`config.mk`:
```
export PLATFORM = sky130hd
export DESIGN_NAME = imem_loader
export DESIGN_NICKNAME = d
export VERILOG_FILES = /design/src/rtl/imem_loader.sv
export SDC_FILE = /design/constraint.sdc
export NUM_CORES = 1
export LEC_CHECK = 0
export ABC_AREA = 1
export CAP_MARGIN = 10
export CORE_ASPECT_RATIO = 1.75
export CORE_MARGIN = 5
export CORE_UTILIZATION = 35
export DETAILED_ROUTE_END_ITERATION = 10
export PLACE_DENSITY = 0.57
export SLEW_MARGIN = 25
export SYNTH_ARGS = -nofsm -noshare
export SYNTH_HDL_FRONTEND = slang
export SYNTH_SLANG_ARGS = --single-unit
export TNS_END_PERCENT = 1
```
`constraint.sdc`:
```
create_clock -name clk -period 2.5 [get_ports clk]
set_input_delay 0.25 -clock clk [delete_from_list [all_inputs] [get_ports clk]]
set_output_delay 0.25 -clock clk [all_outputs]
set_load 0.02 [all_outputs]
```
`src/rtl/imem_loader.sv`:
```
`default_nettype none
// ============================================================================
//  Module      : imem_loader
//  Description : Writer side of the instruction memory. Takes a program as a
//                little-endian byte stream over a valid/ready handshake. It
//                packs every four bytes into a 32-bit word and issues one
//                single-cycle write per word. The processor is held in reset
//                until the requested number of words has been written.
//  Revision    : 1.0  initial release
// ----------------------------------------------------------------------------
//  Ports
//    clk              system clock, rising edge
//    reset            synchronous active-high reset
//    start_i          single-cycle load request (honoured in IDLE/DONE only)
//    num_words_i      words to load, latched on an accepted start
//    in_valid_i       byte source has in_data_i valid
//    in_data_i        program byte, little-endian within a word
//    in_ready_o       loader accepts a byte this cycle
//    we_o             instruction memory write enable, one pulse per word
//    wa_o             word-aligned byte address of the write
//    wd_o             assembled instruction word
//    busy_o           load in progress (RECV or WRITE)
//    done_o           load complete, held until next accepted start/reset
//    err_o            last start had an illegal num_words_i
//    cpu_reset_o      processor reset hold, low only in DONE
//    words_written_o  words written in the current/last load
// ============================================================================
module imem_loader #(
    parameter int DEPTH = 64,
    parameter int CNT_W = 7
) (
    input  logic             clk,
    input  logic             reset,
    input  logic             start_i,
    input  logic [CNT_W-1:0] num_words_i,
    input  logic             in_valid_i,
    input  logic [7:0]       in_data_i,
    output logic             in_ready_o,
    output logic             we_o,
    output logic [31:0]      wa_o,
    output logic [31:0]      wd_o,
    output logic             busy_o,
    output logic             done_o,
    output logic             err_o,
    output logic             cpu_reset_o,
    output logic [CNT_W-1:0] words_written_o
);

    typedef enum logic [1:0] {
        S_IDLE  = 2'd0,
        S_RECV  = 2'd1,
        S_WRITE = 2'd2,
        S_DONE  = 2'd3
    } state_t;

    state_t           state_q;
    logic [1:0]       byte_cnt_q;
    logic [CNT_W-1:0] num_words_q;
    logic [CNT_W-1:0] words_written_q;
    logic [31:0]      wa_q;
    logic [31:0]      wd_q;
    logic             in_ready_q;
    logic             we_q;
    logic             busy_q;
    logic             done_q;
    logic             err_q;
    logic             cpu_reset_q;

    logic             w_start_legal;
    logic             w_byte_fire;
    logic [CNT_W-1:0] words_written_d;

    assign w_start_legal   = (num_words_i != '0) && (num_words_i <= CNT_W'(DEPTH));
    assign w_byte_fire     = in_valid_i & in_ready_q;
    assign words_written_d = words_written_q + CNT_W'(1);

    // All outputs are registered and updated together with the state so
    // they always reflect the state the FSM is in during the same cycle.
    always_ff @(posedge clk) begin
        if (reset) begin
            state_q         <= S_IDLE;
            byte_cnt_q      <= 2'd0;
            num_words_q     <= '0;
            words_written_q <= '0;
            wa_q            <= 32'd0;
            wd_q            <= 32'd0;
            in_ready_q      <= 1'b0;
            we_q            <= 1'b0;
            busy_q          <= 1'b0;
            done_q          <= 1'b0;
            err_q           <= 1'b0;
            cpu_reset_q     <= 1'b1;
        end else begin
            case (state_q)
                S_IDLE, S_DONE: begin
                    if (start_i) begin
                        done_q      <= 1'b0;
                        cpu_reset_q <= 1'b1;
                        if (w_start_legal) begin
                            num_words_q     <= num_words_i;
                            words_written_q <= '0;
                            byte_cnt_q      <= 2'd0;
                            wa_q            <= 32'd0;
                            err_q           <= 1'b0;
                            busy_q          <= 1'b1;
                            in_ready_q      <= 1'b1;
                            state_q         <= S_RECV;
                        end else begin
                            // Illegal size: flag it and park in IDLE with
                            // the processor still held in reset.
                            err_q   <= 1'b1;
                            state_q <= S_IDLE;
                        end
                    end
                end

                S_RECV: begin
                    if (w_byte_fire) begin
                        wd_q[{byte_cnt_q, 3'b000} +: 8] <= in_data_i;
                        byte_cnt_q                      <= byte_cnt_q + 2'd1;
                        if (byte_cnt_q == 2'd3) begin
                            in_ready_q <= 1'b0;
                            we_q       <= 1'b1;
                            state_q    <= S_WRITE;
                        end
                    end
                end

                S_WRITE: begin
                    we_q            <= 1'b0;
                    words_written_q <= words_written_d;
                    wa_q            <= wa_q + 32'd4;
                    byte_cnt_q      <= 2'd0;
                    if (words_written_d == num_words_q) begin
                        busy_q      <= 1'b0;
                        done_q      <= 1'b1;
                        cpu_reset_q <= 1'b0;
                        state_q     <= S_DONE;
                    end else begin
                        in_ready_q <= 1'b1;
                        state_q    <= S_RECV;
                    end
                end

                default: begin
                    state_q <= S_IDLE;
                end
            endcase
        end
    end

    assign in_ready_o      = in_ready_q;
    assign we_o            = we_q;
    assign wa_o            = wa_q;
    assign wd_o            = wd_q;
    assign busy_o          = busy_q;
    assign done_o          = done_q;
    assign err_o           = err_q;
    assign cpu_reset_o     = cpu_reset_q;
    assign words_written_o = words_written_q;

endmodule
`default_nettype wire

```
After elaboration in Yosys (flattened, before gate mapping). Index checks and enable logic that the tools add are counted.

Flip-flop bits (word level): 88. Input port bits: 19. Word-level logic and storage cells: 81.

Add/subtract/negate cells: 4. Magnitude comparators: 1. Eq/ne operators: 11. Shift operators: 2. Mux-type cells: 34. Bitwise gates (word level): 1. Reductions and logical operators: 16.

Operators by type and width (count): 2-to-1 mux 32 bit (2); case mux 32 bit (2 select lines) (1); adder 32 x 3 -> 32 bit, second input constant (1); bitwise mux 32 bit (1); variable shift 8 x 7 -> 32 bit, first input constant (1); indexed part select 8 x 7 -> 32 bit (1); AND reduction 3 bit (6); 2-to-1 mux 2 bit (7); 2-to-1 mux 7 bit (2); case mux 7 bit (2 select lines) (1); 2-to-1 mux 1 bit (13); != test 2 bit, second input constant (6); case mux 2 bit (3 select lines) (2); case mux 1 bit (2 select lines) (4); adder 7 x 1 -> 7 bit, second input constant (1); == test 7 bit (1); <= comparator 7 bit, second input constant (1); negator 5 -> 7 bit (1); nonzero test 7 bit (1); == test 2 bit, second input constant (3); AND reduction 5 bit (1); AND reduction 2 bit (2); AND reduction 4 bit (1); nonzero test 2 bit (2); 7 further kinds (7).

Logic depth before layout (Yosys ltp). Gate-level depths: netlist of run 1.

Depth after elaboration: 5. Gate-level depth with buffers: 14.

Worst setup path after synthesis of run 1. No wires, ideal clock.

Path type: reg-to-reg. Start point: reg byte_cnt_q[0]. End point: reg wd_q[0] (netlist: wd_o[0]). Setup time: 70 ps. Data arrival time: 2261 ps. Required time: 2430 ps. Path slack: 169 ps. Cell stages (with the launch flop): 8. Path buffers: 2. Cells stage by stage: dfxtp_1 clkbuf_1 clkinv_1 ha_1 clkbuf_1 nor3_1 nand3_1 a21oi_1.

Longest elaborated chain between the ends: 3. Elaborated cells between the ends (all ways): 4. Those cells by class: add/sub (1); shift (2); mux (1).

RTL lines: start: declaration (RTL line 57) `logic [1:0] byte_cnt_q;`; start signal: assignment (RTL line 120) `byte_cnt_q <= byte_cnt_q + 2'd1;`; negator 5 -> 7 bit (*) (RTL line 119) `wd_q[{byte_cnt_q, 3'b000} +: 8] <= in_data_i;`; indexed part select 8 x 7 -> 32 bit or variable shift 8 x 7 -> 32 bit (tied branches) (RTL line 119); bitwise mux 32 bit (*) (RTL line 119); end signal: indexed assignment (RTL line 119); end: declaration (RTL line 61) `logic [31:0] wd_q;`.

Every way passes the cells marked *; elsewhere a longest branch is shown, timed or not. A chain may end at the register's enable or synchronous reset.

Worst setup path after layout of run 1.
Start point: reg byte_cnt_q[0]. End point: reg wd_q[9] (netlist: wd_o[9]).

Same word-level chain as after synthesis.

==> metrics.txt, run 1 <==
total CTS buffers 9; RSZ-0062 raised after global routing no; final hold violation count 0; period utilisation layout 84.7%; R2R setup slack 0.38 ns; count of cell instances traversed by the critical path 5; Pwr Density 720 nW/um2; Worst Setup Start Kind flop; area of the placeable core 12900 um2; via total after detailed routing 4694; weighted congestion at the end of routability-driven global placement 0.983; run status complete, no violations; post-route clock skew 0.00518 ns; overall die width 97.0 um; startpoint of the lowest-slack register-to-register path byte_cnt_q[0]; worst hold start done_o; portion of netlist area occupied by mux cells 0%; detailed-route vias per instance 5.02; number of flops mapped to enable cells by yosys 0; count of warnings emitted by yosys 0; maximum number of pins on one net before global-route repair 47; post-cts resize count 0; leakage component of the power 2.30 nW; Crit. End Element flop; post-synthesis average cell area 6.87 um2; Slew @ Worst Pin 0.569 ns; total negative slack for setup checks 0 ns; hold endpoint done_o; CP Data Arrival Time 2.40 ns; post-synthesis cell count 674; CP delay by family, top adder cells; IO Port Bufs 93; detailed placement HPWL 10800 um; post-synthesis register bit count 86; Compound-Gate Fraction of Synth Area 16.2%; upper clock frequency limit 0.472 GHz; total track usage 17.8%; total congestion overflow after global routing 0; Ant. Diodes 0; Relative slew margins 62.0%; layout cells sized above 1 5.89%; maximum net fanout on the critical path 19; worst-case clock buffer depth 2; crit path kind flop to flop; R2R cell count 5; chain of cells forming the critical path clkinv_1, ha_1, inv_1, o21ai_0, o211a_1; final worst slack 0.382 ns; ports placed on the boundary 96; library cell contributing the largest single delay on the critical path sky130_fd_sc_hd__ha_1; Slew Limit Fails 0; overall routed net length 14100 um; number of nets in the layout 788; number of stages on the worst hold path 2; count of filler cells inserted in the layout 1381; largest incremental delay on the critical path 0.74 ns; overall die area 15700 um2; synthesis-to-finish area growth 30.2%; DRC 0; vertical extent of the die 162 um; dominant synthesized flop cell sky130_fd_sc_hd__dfxtp_1; share of the synthesized area in the top cell type 37.2%; vias in the first global route 4625; starting density of the core 35.8%; post-route antenna net violation count 0; drt pass-1 iters 5; clock transition at the registers of the reported paths 0.07 ns; netlist area before placement 4630 um2; violation count after the first detailed-route iteration 139; sequential share of the synthesized area 37.2%; worst setup slack before clock tree synthesis 0.326 ns; first-pass GRT wire length 22600 um; number of rows created at floorplan 55; capturing point of the worst reg2reg path wd_o[9]; total of max-cap violations 0; number of buffer and inverter instances along the worst setup path 2; cell types occupying the most area after synthesis sky130_fd_sc_hd__dfxtp_1, sky130_fd_sc_hd__nand2_1, sky130_fd_sc_hd__nand3_1; number of antenna violations at the first check in global routing 0; Final setup violation count 0; worst min-delay path class flop to flop; adder and majority cell fraction of the synthesized area 2.70%; H-tree level count 3; number of buffers inserted for hold repair after clock tree synthesis 0; main combinational cell family by area after synthesis simple AND/OR/NAND/NOR gates; buffer count from post-CTS setup fixing 0; async set or reset register ratio after synthesis 0%; share of the synthesized netlist area taken by xor and xnor gates 1.51%; leading area contributor after synthesis sky130_fd_sc_hd__dfxtp_1; number of library cell types mapped by synthesis 37; TritonCTS Sinks 86; Clock Latency Late Sink 0.34 ns; Required @ worst endpoint 2.78 ns; TritonCTS clock tree done; root cell of the clock tree sky130_fd_sc_hd__clkbuf_16; minimum clock period 2.12 ns; post-synthesis share of cell area spent on and, or, nand and nor gates 32.6%; Worst IR Drop VDD 528 uV; Routed WL per cell 15.1 um
## metrics by stage
step	area [um2]	hold WS (ns)	util, %	std cells	power, mW
2_1_floorplan	4640	0.385	-	675	2.52
3_3_place_gp	5690	0.448	44.0	919	2.81
3_5_place_dp	5690	0.447	44.0	919	2.82
4_1_cts	6030	0.469	46.6	935	4.39
5_1_grt	6030	0.497	46.6	935	4.58
6_report	6030	0.462	46.6	935	4.35
## sequential cells by signal (all words and copies together), names as in the netlist, 2 cells and up
register / count
wd_o: 32
state_q: 2
words_written_o: 7
num_words_q: 7
wa_o: 30
byte_cnt_q: 2
## worst max-delay path by stage
stage,startpoint,to
2_1_floorplan,byte_cnt_q[0],wd_o[0]
3_3_place_gp,num_words_i[4],wa_o[8]
3_5_place_dp,num_words_i[4],wa_o[10]
4_1_cts,state_q[0],wa_o[10]
5_1_grt,state_q[0],wa_o[8]
6_report,byte_cnt_q[0],wd_o[9]
## layer usage
layer	up-vias	share of wire, %	global-route usage, %
li1	2401	-	-
met1	2147	38	17.5
met2	109	55	34.7
met3	37	3.7	3.35
met4	0	3.9	9.01
met5	-	0	0
## cell usage in the layout, fill, tap and decap left out, types with 3 or more instances in the layout
cell type	n
sky130_fd_sc_hd__bufinv_16	3
sky130_fd_sc_hd__clkbuf_16	9
sky130_fd_sc_hd__nand4_1	17
sky130_fd_sc_hd__nand3_1	63
sky130_fd_sc_hd__o211a_1	16
sky130_fd_sc_hd__o21ai_1	6
sky130_fd_sc_hd__a21oi_1	58
sky130_fd_sc_hd__a211oi_1	4
sky130_fd_sc_hd__buf_4	8
sky130_fd_sc_hd__clkinvlp_4	3
sky130_fd_sc_hd__ha_1	10
sky130_fd_sc_hd__nor2_1	80
sky130_fd_sc_hd__nand2_1	152
sky130_fd_sc_hd__a41oi_1	5
sky130_fd_sc_hd__clkdlybuf4s50_1	93
sky130_fd_sc_hd__inv_1	63
sky130_fd_sc_hd__xor2_1	4
sky130_fd_sc_hd__dfxtp_1	86
sky130_fd_sc_hd__nor2_2	6
sky130_fd_sc_hd__o21ai_0	36
sky130_fd_sc_hd__nor3_1	15
sky130_fd_sc_hd__xnor2_1	4
sky130_fd_sc_hd__inv_2	3
## Yosys cell counts (all sizes together), types with 5 or more instances
| cell | count |
|---|---|
| a21oi | 58 |
| a41oi | 5 |
| buf | 16 |
| clkbuf | 14 |
| dfxtp | 86 |
| ha | 10 |
| inv | 66 |
| nand2 | 153 |
| nand3 | 64 |
| nand4 | 17 |
| nor2 | 88 |
| nor3 | 18 |
| o211a | 16 |
| o21ai | 43 |
## worst register-to-register path, stage by stage, from the launching register on
cell	delay, ns
sky130_fd_sc_hd__dfxtp_1	0.34
sky130_fd_sc_hd__clkinv_1	0.28
sky130_fd_sc_hd__ha_1	0.74
sky130_fd_sc_hd__inv_1	0.22
sky130_fd_sc_hd__o21ai_0	0.29
sky130_fd_sc_hd__o211a_1	0.19
## area by class of cell
class / count / area, um2 / share of cell area (%)
inverters: 68 / 255 / 4.23
clock buffers: 9 / 225 / 3.73
repair buffers: 103 / 1030 / 17.1
clock inverters: 7 / 121 / 2.01
multi-input cells: 491 / 2470 / 40.9
well taps: 171 / 214 / 3.55
flip-flops and latches: 86 / 1720 / 28.5
## where the power goes
part           switching, mW  internal (mW)
Combinational          0.802          0.411
Clock                  0.579          0.980
Sequential            0.0933           1.48
## logic make-up after synthesis
family / after synthesis
and+or+nand+nor: 344
AOI/OAI and AO/OA: 127
buffers and inverters: 98
DFF: 86
adders and majority gates: 10
xor gates and xnor gates: 8
other: 1
Power figures use the tool's default switching activity.
==> inputs of run 2 (changes only) <==
==> constraint.sdc (replaced) <==
create_clock -name clk -period 2.1 [get_ports clk]
set_input_delay 0.21 -clock clk [delete_from_list [all_inputs] [get_ports clk]]
set_output_delay 0.21 -clock clk [all_outputs]
set_load 0.02 [all_outputs]
==> run 2 against run 1 <==
Effect of this change: clock power increased by 13%; register-to-register slack lost 0.16 ns; non-clock buffer count up 7; clock skew is 0.0019 ns higher; hold slack worse by 0.0042 ns; combinational power is 24% higher; critical endpoint is now wa_o[23]; largest power group unchanged; highest routed layer unchanged.
==> metrics.txt, run 2 (synthesized netlist as in run 1, its figures left out) <==
number of antenna violations at the first check in global routing 0; root cell of the clock tree sky130_fd_sc_hd__clkbuf_16; Slew Limit Fails 0; Worst Setup Start Kind flop; TritonCTS Sinks 86; post-route clock skew 0.00709 ns; Util after Layout 47.0%; post-route antenna net violation count 0; total of max-cap violations 0; global routing met3 resource utilization 3.31%; Most Used Layer, Global Route met2; largest incremental delay on the critical path 0.40 ns; number of nets in the layout 795; number of rows created at floorplan 55; final hold violation count 0; Required @ worst endpoint 2.32 ns; ports placed on the boundary 96; Global Route met2 Usage 33.3%; Pwr Density 847 nW/um2; library cell contributing the largest single delay on the critical path sky130_fd_sc_hd__ha_2; drt pass-1 iters 4; via total after detailed routing 4750; overall die area 15700 um2; sequential cell area 1720 um2; minimum clock period 1.87 ns; most common cell after layout, fill and taps aside sky130_fd_sc_hd__nand2_1; Clock Latency Late Sink 0.34 ns; multi-input gate area in the final layout 2470 um2; first-pass GRT wire length 22600 um; crit path kind flop to flop; TritonCTS clock tree done; number of buffers inserted for hold repair after clock tree synthesis 0; detailed-route vias per instance 5.04; number of flip-flops in the largest register 32; layout cells sized above 1 7.13%; starting density of the core 35.8%; Worst IR Drop VDD 490 uV; run status complete, no violations; worst setup slack before clock tree synthesis 0.163 ns; highest-count cells in the layout ignoring fill and taps sky130_fd_sc_hd__nand2_1, sky130_fd_sc_hd__clkdlybuf4s50_1, sky130_fd_sc_hd__dfxtp_1, sky130_fd_sc_hd__nor2_1; vias in the first global route 4619; worst-case hold slack 0.458 ns; Crit. End Element flop; total congestion overflow after global routing 0; Routed WL per cell 15.1 um; count of filler cells inserted in the layout 1375; buffer count from post-CTS setup fixing 0; IO Port Bufs 93; violation count after the first detailed-route iteration 210; RSZ-0062 raised after global routing no; vertical extent of the die 162 um; maximum net fanout on the critical path 38; chain of cells forming the critical path inv_1, ha_2, inv_1, nor2_1, inv_1, nand3_2, buf_12, nor2_1, a21oi_1, nor2_1; total negative slack for setup checks 0 ns; final worst slack 0.225 ns; overall routed net length 14300 um; area of the placeable core 12900 um2; met1 usage in global routing 17.6%; Ant. Diodes 0; overall die width 97.0 um; period utilisation layout 89.3%; upper clock frequency limit 0.533 GHz; number of buffer and inverter instances along the worst setup path 4; CP Data Arrival Time 2.10 ns; maximum number of pins on one net before global-route repair 39; leakage component of the power 2.33 nW; weighted congestion at the end of routability-driven global placement 0.982; H-tree level count 3; Final setup violation count 0; CP delay by family, top buffers and inverters; synthesis-to-finish area growth 31.2%; worst-case clock buffer depth 2; worst min-delay path class flop to flop; DRC 0; post-cts resize count 0; total CTS buffers 9; detailed placement HPWL 10900 um; clock transition at the registers of the reported paths 0.07 ns; total track usage 17.7%
run 2: cell count changes in the layout (fill, tap and decap cells not counted):
cell and change:
sky130_fd_sc_hd__buf_4 +7, sky130_fd_sc_hd__clkinv_2 +1, sky130_fd_sc_hd__ha_1 -1, sky130_fd_sc_hd__clkinv_4 +1
sky130_fd_sc_hd__clkinvlp_4 -2, sky130_fd_sc_hd__inv_6 +2, sky130_fd_sc_hd__ha_2 +1, sky130_fd_sc_hd__nor3_1 -1
sky130_fd_sc_hd__nor3_2 +1, sky130_fd_sc_hd__clkinv_1 -1, sky130_fd_sc_hd__bufinv_16 -1
run 2: path summary, 6_finish.rpt:
path	start	endpoint	slack (ns)	cells past startpoint
setup / recovery	state_q[0]	wa_o[23]	0.23	10
hold reg to reg	done_o	done_o	0.46	2
hold / removal	done_o	done_o	0.46	2
setup reg to reg	state_q[0]	wa_o[23]	0.23	10
run 2: cell type report:
| type | count | area share, % |
|---|---|---|
| timing repair buffer | 110 | 17.8 |
| clock buffer | 9 | 3.71 |
| clock inverter | 7 | 1.69 |
| tap | 171 | 3.52 |
| inverter | 68 | 4.22 |
| multi-input combinational | 491 | 40.7 |
| sequential | 86 | 28.3 |
run 2: through the flow:
step	power, mW	instances	area [um2]
finish	5.15	942	6080
global route	5.44	942	6080
detailed placement	3.42	926	5750
global placement	3.41	926	5750
floorplan	3.00	675	4640
CTS	5.20	942	6070
run 2: where the power goes:
group / switching [mW] / internal, mW
clock network: 0.706 / 1.06
logic: 0.952 / 0.549
registers: 0.121 / 1.76
total: 1.78 / 3.37
run 2: metal layers:
layer	wire, um	share of wire (%)	vias to the layer above
li1	-	-	2414
met1	5350	37	2148
met2	7530	53	134
met3	568	4.0	54
met4	822	5.8	0
met5	0	0	-
run 2: tightest hold or removal path: stages, from the launching register on:
cell and delay, ns:
sky130_fd_sc_hd__dfxtp_1 0.31, sky130_fd_sc_hd__inv_1 0.05, sky130_fd_sc_hd__a21oi_1 0.05
